### src/rtl/snk_input_pkg.sv
// Shared constants for the SNK player input conditioner: joystick bit map
// and the coin acceptor state encoding.
package snk_input_pkg;

    localparam int NUM_BITS  = 16;

    localparam int UP_IDX    = 0;
    localparam int DOWN_IDX  = 1;
    localparam int LEFT_IDX  = 2;
    localparam int RIGHT_IDX = 3;
    localparam int BTN_A_IDX = 4;
    localparam int BTN_B_IDX = 5;
    localparam int BTN_C_IDX = 6;
    localparam int BTN_D_IDX = 7;
    localparam int START_IDX = 8;
    localparam int COIN_IDX  = 9;

    typedef enum logic [1:0] {
        IDLE,
        PULSE,
        GAP,
        WAIT_REL
    } coin_state_t;

endpackage

### src/rtl/snk_debounce.sv
// One input bit: 2-flop synchronizer into i_clk, then a tick-driven debounce
// counter that lets the bit through only after it holds for DEB_TICKS ticks.
module snk_debounce #(
    parameter int DEB_TICKS = 4
) (
    input  logic i_clk,
    input  logic RESETn,
    input  logic tick,
    input  logic raw,
    output logic deb
);

    localparam int CW = $clog2(DEB_TICKS + 1);

    logic [1:0]    sync;
    logic [CW-1:0] cnt;

    // The synchronizer runs every clock; only the debounce state honours tick.
    always_ff @(posedge i_clk or negedge RESETn) begin
        if (!RESETn) begin
            sync <= '0;
        end else begin
            // NOTE: non-blocking assignments so every flop samples pre-edge values.
            sync <= {sync[0], raw};
        end
    end

    always_ff @(posedge i_clk or negedge RESETn) begin
        if (!RESETn) begin
            deb <= 1'b0;
            cnt <= '0;
        end else if (tick) begin
            if (sync[1] == deb) begin
                cnt <= '0;
            end else if (cnt == CW'(DEB_TICKS - 1)) begin
                deb <= sync[1];
                cnt <= '0;
            end else begin
                cnt <= cnt + CW'(1);
            end
        end
    end

endmodule

### src/rtl/snk_input_conditioner.sv
// Debounces both players' raw inputs and turns each coin switch into a single
// fixed-length, active-low coin pulse with a refusal gap afterwards.
module snk_input_conditioner
    import snk_input_pkg::*;
#(
    parameter int DEB_TICKS  = 4,
    parameter int COIN_PULSE = 8,
    parameter int COIN_GAP   = 8
) (
    input  logic                i_clk,
    input  logic                RESETn,
    input  logic                cen,
    input  logic                pause,
    input  logic [NUM_BITS-1:0] joy1_raw,
    input  logic [NUM_BITS-1:0] joy2_raw,
    output logic [NUM_BITS-1:0] PLAYER1,
    output logic [NUM_BITS-1:0] PLAYER2,
    output logic [1:0]          coin_busy
);

    localparam int COIN_MAX = (COIN_PULSE > COIN_GAP) ? COIN_PULSE : COIN_GAP;
    localparam int COIN_CW  = $clog2(COIN_MAX + 1);

    logic                  tick;
    logic [2*NUM_BITS-1:0] raw_all;
    logic [2*NUM_BITS-1:0] deb_all;
    logic [2*NUM_BITS-1:0] cond;
    logic [1:0]            pulse_on;

    assign tick    = cen & ~pause;
    assign raw_all = {joy2_raw, joy1_raw};

    for (genvar i = 0; i < 2 * NUM_BITS; i++) begin : g_bit
        snk_debounce #(.DEB_TICKS(DEB_TICKS)) u_deb (
            .i_clk  (i_clk),
            .RESETn (RESETn),
            .tick   (tick),
            .raw    (raw_all[i]),
            .deb    (deb_all[i])
        );
    end

    // IDLE reacts to the debounced coin being high; reaching IDLE always
    // requires it low, so this only fires on a fresh press.
    for (genvar p = 0; p < 2; p++) begin : g_coin
        coin_state_t        state, state_next;
        logic [COIN_CW-1:0] cnt, cnt_next;
        logic               coin;

        assign coin = deb_all[p*NUM_BITS + COIN_IDX];

        always_ff @(posedge i_clk or negedge RESETn) begin
            if (!RESETn) begin
                state <= IDLE;
                cnt   <= '0;
            end else begin
                state <= state_next;
                cnt   <= cnt_next;
            end
        end

        always_comb begin
            // NOTE: defaults first so no path leaves a signal unassigned (no latch).
            state_next = state;
            cnt_next   = cnt;
            if (tick) begin
                case (state)
                    IDLE: begin
                        if (coin) begin
                            state_next = PULSE;
                            cnt_next   = '0;
                        end
                    end
                    PULSE: begin
                        if (cnt == COIN_CW'(COIN_PULSE - 1)) begin
                            state_next = GAP;
                            cnt_next   = '0;
                        end else begin
                            cnt_next = cnt + COIN_CW'(1);
                        end
                    end
                    GAP: begin
                        if (cnt == COIN_CW'(COIN_GAP - 1)) begin
                            state_next = coin ? WAIT_REL : IDLE;
                            cnt_next   = '0;
                        end else begin
                            cnt_next = cnt + COIN_CW'(1);
                        end
                    end
                    WAIT_REL: begin
                        if (!coin) state_next = IDLE;
                    end
                    default: state_next = IDLE;
                endcase
            end
        end

        assign pulse_on[p]  = (state == PULSE);
        assign coin_busy[p] = (state != IDLE);
    end

    always_comb begin
        cond                      = ~deb_all;
        cond[COIN_IDX]            = ~pulse_on[0];
        cond[NUM_BITS + COIN_IDX] = ~pulse_on[1];
    end

    always_ff @(posedge i_clk or negedge RESETn) begin
        if (!RESETn) begin
            {PLAYER2, PLAYER1} <= '1;
        end else begin
            {PLAYER2, PLAYER1} <= cond;
        end
    end

endmodule

### config.mk
export PLATFORM = sky130hd
export DESIGN_NAME = snk_input_conditioner
export DESIGN_NICKNAME = d
export VERILOG_FILES = /design/src/rtl/snk_input_pkg.sv /design/src/rtl/snk_debounce.sv /design/src/rtl/snk_input_conditioner.sv
export SDC_FILE = /design/constraint.sdc
export NUM_CORES = 1
export LEC_CHECK = 0
export ABC_CLOCK_PERIOD_IN_PS = 1900
export BUFFER_PORTS_ARGS = -buffer_cell sky130_fd_sc_hd__buf_4
export CAP_MARGIN = 20
export CORE_MARGIN = 2
export CORE_UTILIZATION = 23
export CTS_CLUSTER_DIAMETER = 80
export DETAILED_ROUTE_END_ITERATION = 6
export SYNTH_ARGS = -nofsm -noshare
export SYNTH_HDL_FRONTEND = slang
export SYNTH_SLANG_ARGS = --single-unit
### constraint.sdc
create_clock -name i_clk -period 1.9 [get_ports i_clk]
set_input_delay 0.095 -clock i_clk [delete_from_list [all_inputs] [get_ports i_clk]]
set_output_delay 0.095 -clock i_clk [all_outputs]
set_load 0.05 [all_outputs]
* Yosys cells after proc, flatten, opt, wreduce, memory -nomap -nowiden *
Index checks and enable logic that the tools add are counted.

operators by class
  add/subtract/negate cells = 34
  equality and inequality tests = 80
  mux-type cells = 82
  bitwise gates (word level) = 37
  reduce and logical (&&, ||, !) cells = 44

operator list
  operator                                               number
  2-to-1 mux 3 bit                                       64
  AND reduction 3 bit                                    34
  adder 3 x 1 -> 3 bit, second input constant            32
  == test 3 x 2 -> 1 bit, second input constant          32
  inverter 1 bit                                         35
  == test 1 bit                                          32
  inverter 32 bit                                        1
  2-to-1 mux 2 bit                                       10
  2-to-1 mux 4 bit                                       4
  case mux 2 bit (4 select lines)                        2
  case mux 4 bit (2 select lines)                        2
  AND reduction 5 bit                                    2
  adder 4 x 1 -> 4 bit, second input constant            2
  == test 2 bit, second input constant                   4
  == test 4 x 3 -> 1 bit, second input constant          2
  inequality test 2 x 1 -> 1 bit, second input constant  4
  inequality test 2 bit, second input constant           4
  nonzero test 2 bit                                     4
  == test 2 x 1 -> 1 bit, second input constant          2
  zero test 2 bit                                        2
  OR reduction 2 bit                                     2
  bitwise AND 1 bit                                      1

word-level totals
  register bits = 236
  input port bits = 36
  output and inout bits = 34

* Longest topological paths before layout *
  depth after elaboration = 4
  gate-level depth with buffers = 6

* Cells and area by module *
Synthesis repeated with hierarchy kept, for this count alone.

unflattened totals
  cell total of the unflattened synthesis = 799
  area total of the unflattened synthesis = 9,868.2 um^2

by module, submodules not included
  module                             times used  cells an instance  area each (um^2)
  snk_debounce (g_bit[0].u_deb ...)  31          20                 250.2
  snk_input_conditioner              1           159                1,858.0
  snk_debounce (g_bit[8].u_deb)      1           20                 252.7

* Worst setup path after synthesis *
No wires, ideal clock.

  path type = reg-to-reg
  start point = register g_coin[1].state[0]
  end point = register g_coin[1].cnt[2]
  library setup time = 0.124 ns
  arrival = 1.427 ns
  data required time = 1.776 ns
  setup slack = 0.349 ns
  cell stages (with the launch flop) = 7
  path through = dfrtp_1 > inv_1 > ha_1 > mux2_2 > nand2_2 > nor3_1 > a211o_1

on the way
  word-level cells in the longest chain between the ends = 4
  elaborated cells between the ends (all ways) = 8
  those cells by class = eq/ne (3); mux (1); reduce/logical (4)

RTL lines
  element                                                         RTL line                     source
  from (decl)                                                     snk_input_conditioner.sv:46  coin_state_t state, state_next;
  from (signal assigned)                                          snk_input_conditioner.sv:57  state <= state_next;
  == test 2 x 1 -> 1 bit / == test 2 bit (equally long branches)  snk_input_conditioner.sv:67  case (state)
  OR reduction 2 bit (no source line)                             --
  nonzero test 2 bit (no source line)                             --
  AND reduction 3 bit (no source line)                            --
  to (signal assigned)                                            snk_input_conditioner.sv:58  cnt <= cnt_next;
  to (decl)                                                       snk_input_conditioner.sv:47  logic [COIN_CW-1:0] cnt, cnt_next;

Several ways; a longest one is shown, not always the timed one.
A chain may end at the register's enable or synchronous reset.

* Worst setup path after layout *
Same ends and word-level chain as after synthesis.

==> reports/metrics.cfg <==
[timing]
fin_crit_ns = 1.68
rsz_0062_raised_after_global_routing = no
timing.fmax_mhz = 595
report.final.setup_viol = 0
period_share_pct = 88.5
hold_ws_ns = 0.0590
totalNegativeSetupSlack_ns = 0
timing.slew.headroom_pct = 69.4
timing_worst_slew_pin_value_ns = 0.458
finalHoldViolCount = 0
finalMaxSlewViolations = 0
worst_slack_ns = 0.219
clock_skew_ns = 0.0197

[setup_path]
worstPathMaxFanout = 5
critPathRequiredTime_ns = 2.34
type_of_destination_of_the_critical_path = flop
setup.reg_to_reg.worst_slack_ns = 0.22
worst_setup_path_type = reg -> reg
critPathArrivalTime_ns = 2.12
start_kind = flop

[clock_tree]
cts-htree-levels = 1
cts_tree = yes
clk_pin_slew_worst_paths_ns = 0.06
clock_root_buffer_master = clkbuf_16
numCtsBuffers = 31
cts_num_sinks = 236
post_cts_resized = 0
clock_insertion_delay_worst_skew_ns = 0.57
cts_buffer_depth = 3

[placement]
detailedPlace.worstSlack_ns = 0.237
numPortBuffers = 69
detailedPlacementHpwl_mm = 10.4
dpl_cell_area_um2 = 10600
place_congestion = 0.678
dp_cells = 1362

[synthesis]
synth_top_cells_by_count = 204 x dfrtp_1, 102 x nand2_1, 66 x nand2b_1
area_share_of_the_leading_cell_type_in_the_synthesized_netlist_pct = 54.4
synthArstFlopShare_pct = 100
synthCells = 776
share_of_the_synthesized_netlist_area_taken_by_xor_and_xnor_gates_pct = 2.99
yosys_warnings = 0
synth-edff-count = 0
ys_types = 36
synth_mux_area_share_pct = 4.19
synthesized_area_divided_by_synthesized_cell_count_um2 = 12.1
dominantRegCellSynth = dfrtp_1
ys_seq_area_share_pct = 63.4
synthAdderAreaFrac_pct = 5.60
combinational_family_with_the_most_area_after_synthesis = simple AND/OR/NAND/NOR gates
synth-seq-cells = 236
synth_area_leaders = dfrtp_1 54%, dfstp_2 9.0%, ha_1 5.6%
yosys.area.top_type = dfrtp_1
syn_area_um2 = 9380
synth.most_common_cell = dfrtp_1
post_synth_and_or_nand_nor_area_fraction_pct = 13.3
synth.net_count = 854
synth_compound_area_share_pct = 7.55

[floorplan]
die_area_um2 = 42400
initial_utilization_pct = 23.5
ios = 70
std_cell_rows = 73
die_width_um = 206
floorplan.core_area_um2 = 40000
vertical_extent_of_the_die_um = 206

[detailed_routing]
detail_route.iter0.violations = 197
ant_nets = 0
post_drt_via_cell_ratio = 3.95
drt-total-wl_mm = 16.7
drt_pre_antenna_iters = 4
vias = 5760
drt_drc_violations_left = 0
avgRoutedWirePerCell_um = 11.5

[pwr]
cellLeakagePower_nw = 5.66
power_density_nw_per_um2 = 1490
post-layout-total-power_mw = 17.8
power.ir.vdd_worst_mv = 0.796

[grt]
grt_overflow_total = 0
track_usage_pct = 8.41
grt_first_pass_wirelength_mm = 29.1
maximum_number_of_pins_on_one_net_before_global_route_repair = 84
antenna_found_initial = 1
vias_in_the_first_global_route = 5991

[cells_and_area]
layout.cells.non_filler = 1457
final_net_count = 984
fraction_of_final_layout_cells_with_drive_strength_greater_than_1_pct = 22.4
final_area_um2 = 12000
area_growth_pct = 27.4
finalCoreUtilization_pct = 29.9

[job]
max-cap-violations = 0

[run_status]
outcome = finished, final reports clean

[hold_path]
min_path_type = in -> reg

## kinds of logic after synthesis
family	after synthesis
compound gates	106
flops	236
fa+ha+maj	42
simple gates	263
buf+inv	62
xor+xnor	32
mux	35
## final cells by class
type                       count  area [um2]
multi-input combinational    478        3170
timing repair buffer         120        1050
clock inverter                15         104
antenna                        1        2.50
fill                        4086       28000
clock buffer                  43         881
tap                          525         657
sequential                   236        5950
inverter                      39         146
## power breakdown
part | switching (mW) | total, mW | internal (mW)
registers | 0.927 | 7.51 | 6.58
logic | 2.84 | 4.76 | 1.92
clock network | 2.28 | 5.54 | 3.26
## path summary, 6_finish.rpt
path                                              startpoint                            endpoint  cells after the start
max                           g_coin[1].state[0]$_DFFE_PN0P_        g_coin[1].cnt[2]$_DFFE_PN0P_                      6
min                                                      cen  g_bit[16].u_deb.cnt[1]$_DFFE_PN0P_                      5
max reg2reg                   g_coin[1].state[0]$_DFFE_PN0P_        g_coin[1].cnt[2]$_DFFE_PN0P_                      6
min reg2reg                g_bit[15].u_deb.sync[0]$_DFF_PN0_   g_bit[15].u_deb.sync[1]$_DFF_PN0_                      0
max in group asynchronous                             RESETn  g_bit[26].u_deb.cnt[1]$_DFFE_PN0P_                      4
min in group asynchronous                             RESETn     g_bit[26].u_deb.deb$_DFFE_PN0P_                      3
## critical path, cell delays in order, from the launching register on
cell and delay (ns):
dfrtp_1 0.40, inv_1 0.13, ha_1 0.25, mux2_2 0.36, nand2_2 0.11, nor3_1 0.06, a211o_1 0.26
## flip-flops by register name (all words and copies together) (netlist names)
signal            cells
PLAYER2              16
g_coin.state          4
g_bit.u_deb.cnt      96
PLAYER1              16
g_coin.cnt            8
g_bit.u_deb.sync     64
g_bit.u_deb.deb      32
## layer usage
metal / global-route usage [%] / share of wire [%]
met4: 3.01 / 3.3
met2: 13.6 / 45
met5: 0 / 0
met1: 10.7 / 47
met3: 2.44 / 4.7
## layout by cell type (no fill, tap or decap), types with 2 or more instances in the layout
master,Yosys,final
a211oi_1,2,2
a21boi_0,26,26
a21boi_1,7,7
a21o_1,18,18
a21oi_1,5,5
a22o_1,2,2
and3b_1,3,3
buf_12,0,4
buf_4,5,79
clkbuf_1,1,6
clkbuf_16,0,31
clkbuf_8,0,6
clkinv_2,0,8
dfrtp_1,204,204
dfstp_2,32,32
dlygate4sd3_1,0,36
ha_1,42,42
inv_1,39,39
inv_6,0,5
mux2_2,34,34
nand2_1,102,102
nand2b_1,66,65
nand3_1,31,31
nor2_1,36,36
nor3_1,19,19
o21ai_0,11,11
o21ai_1,29,29
o31ai_1,2,2
xor2_1,31,31
## what timing repair did
action	4_1_cts	5_1_grt
hold buffers	36	0
endpoints found under the hold margin	251	0
setup buffers	0	0
Power figures use the tool's default switching activity.
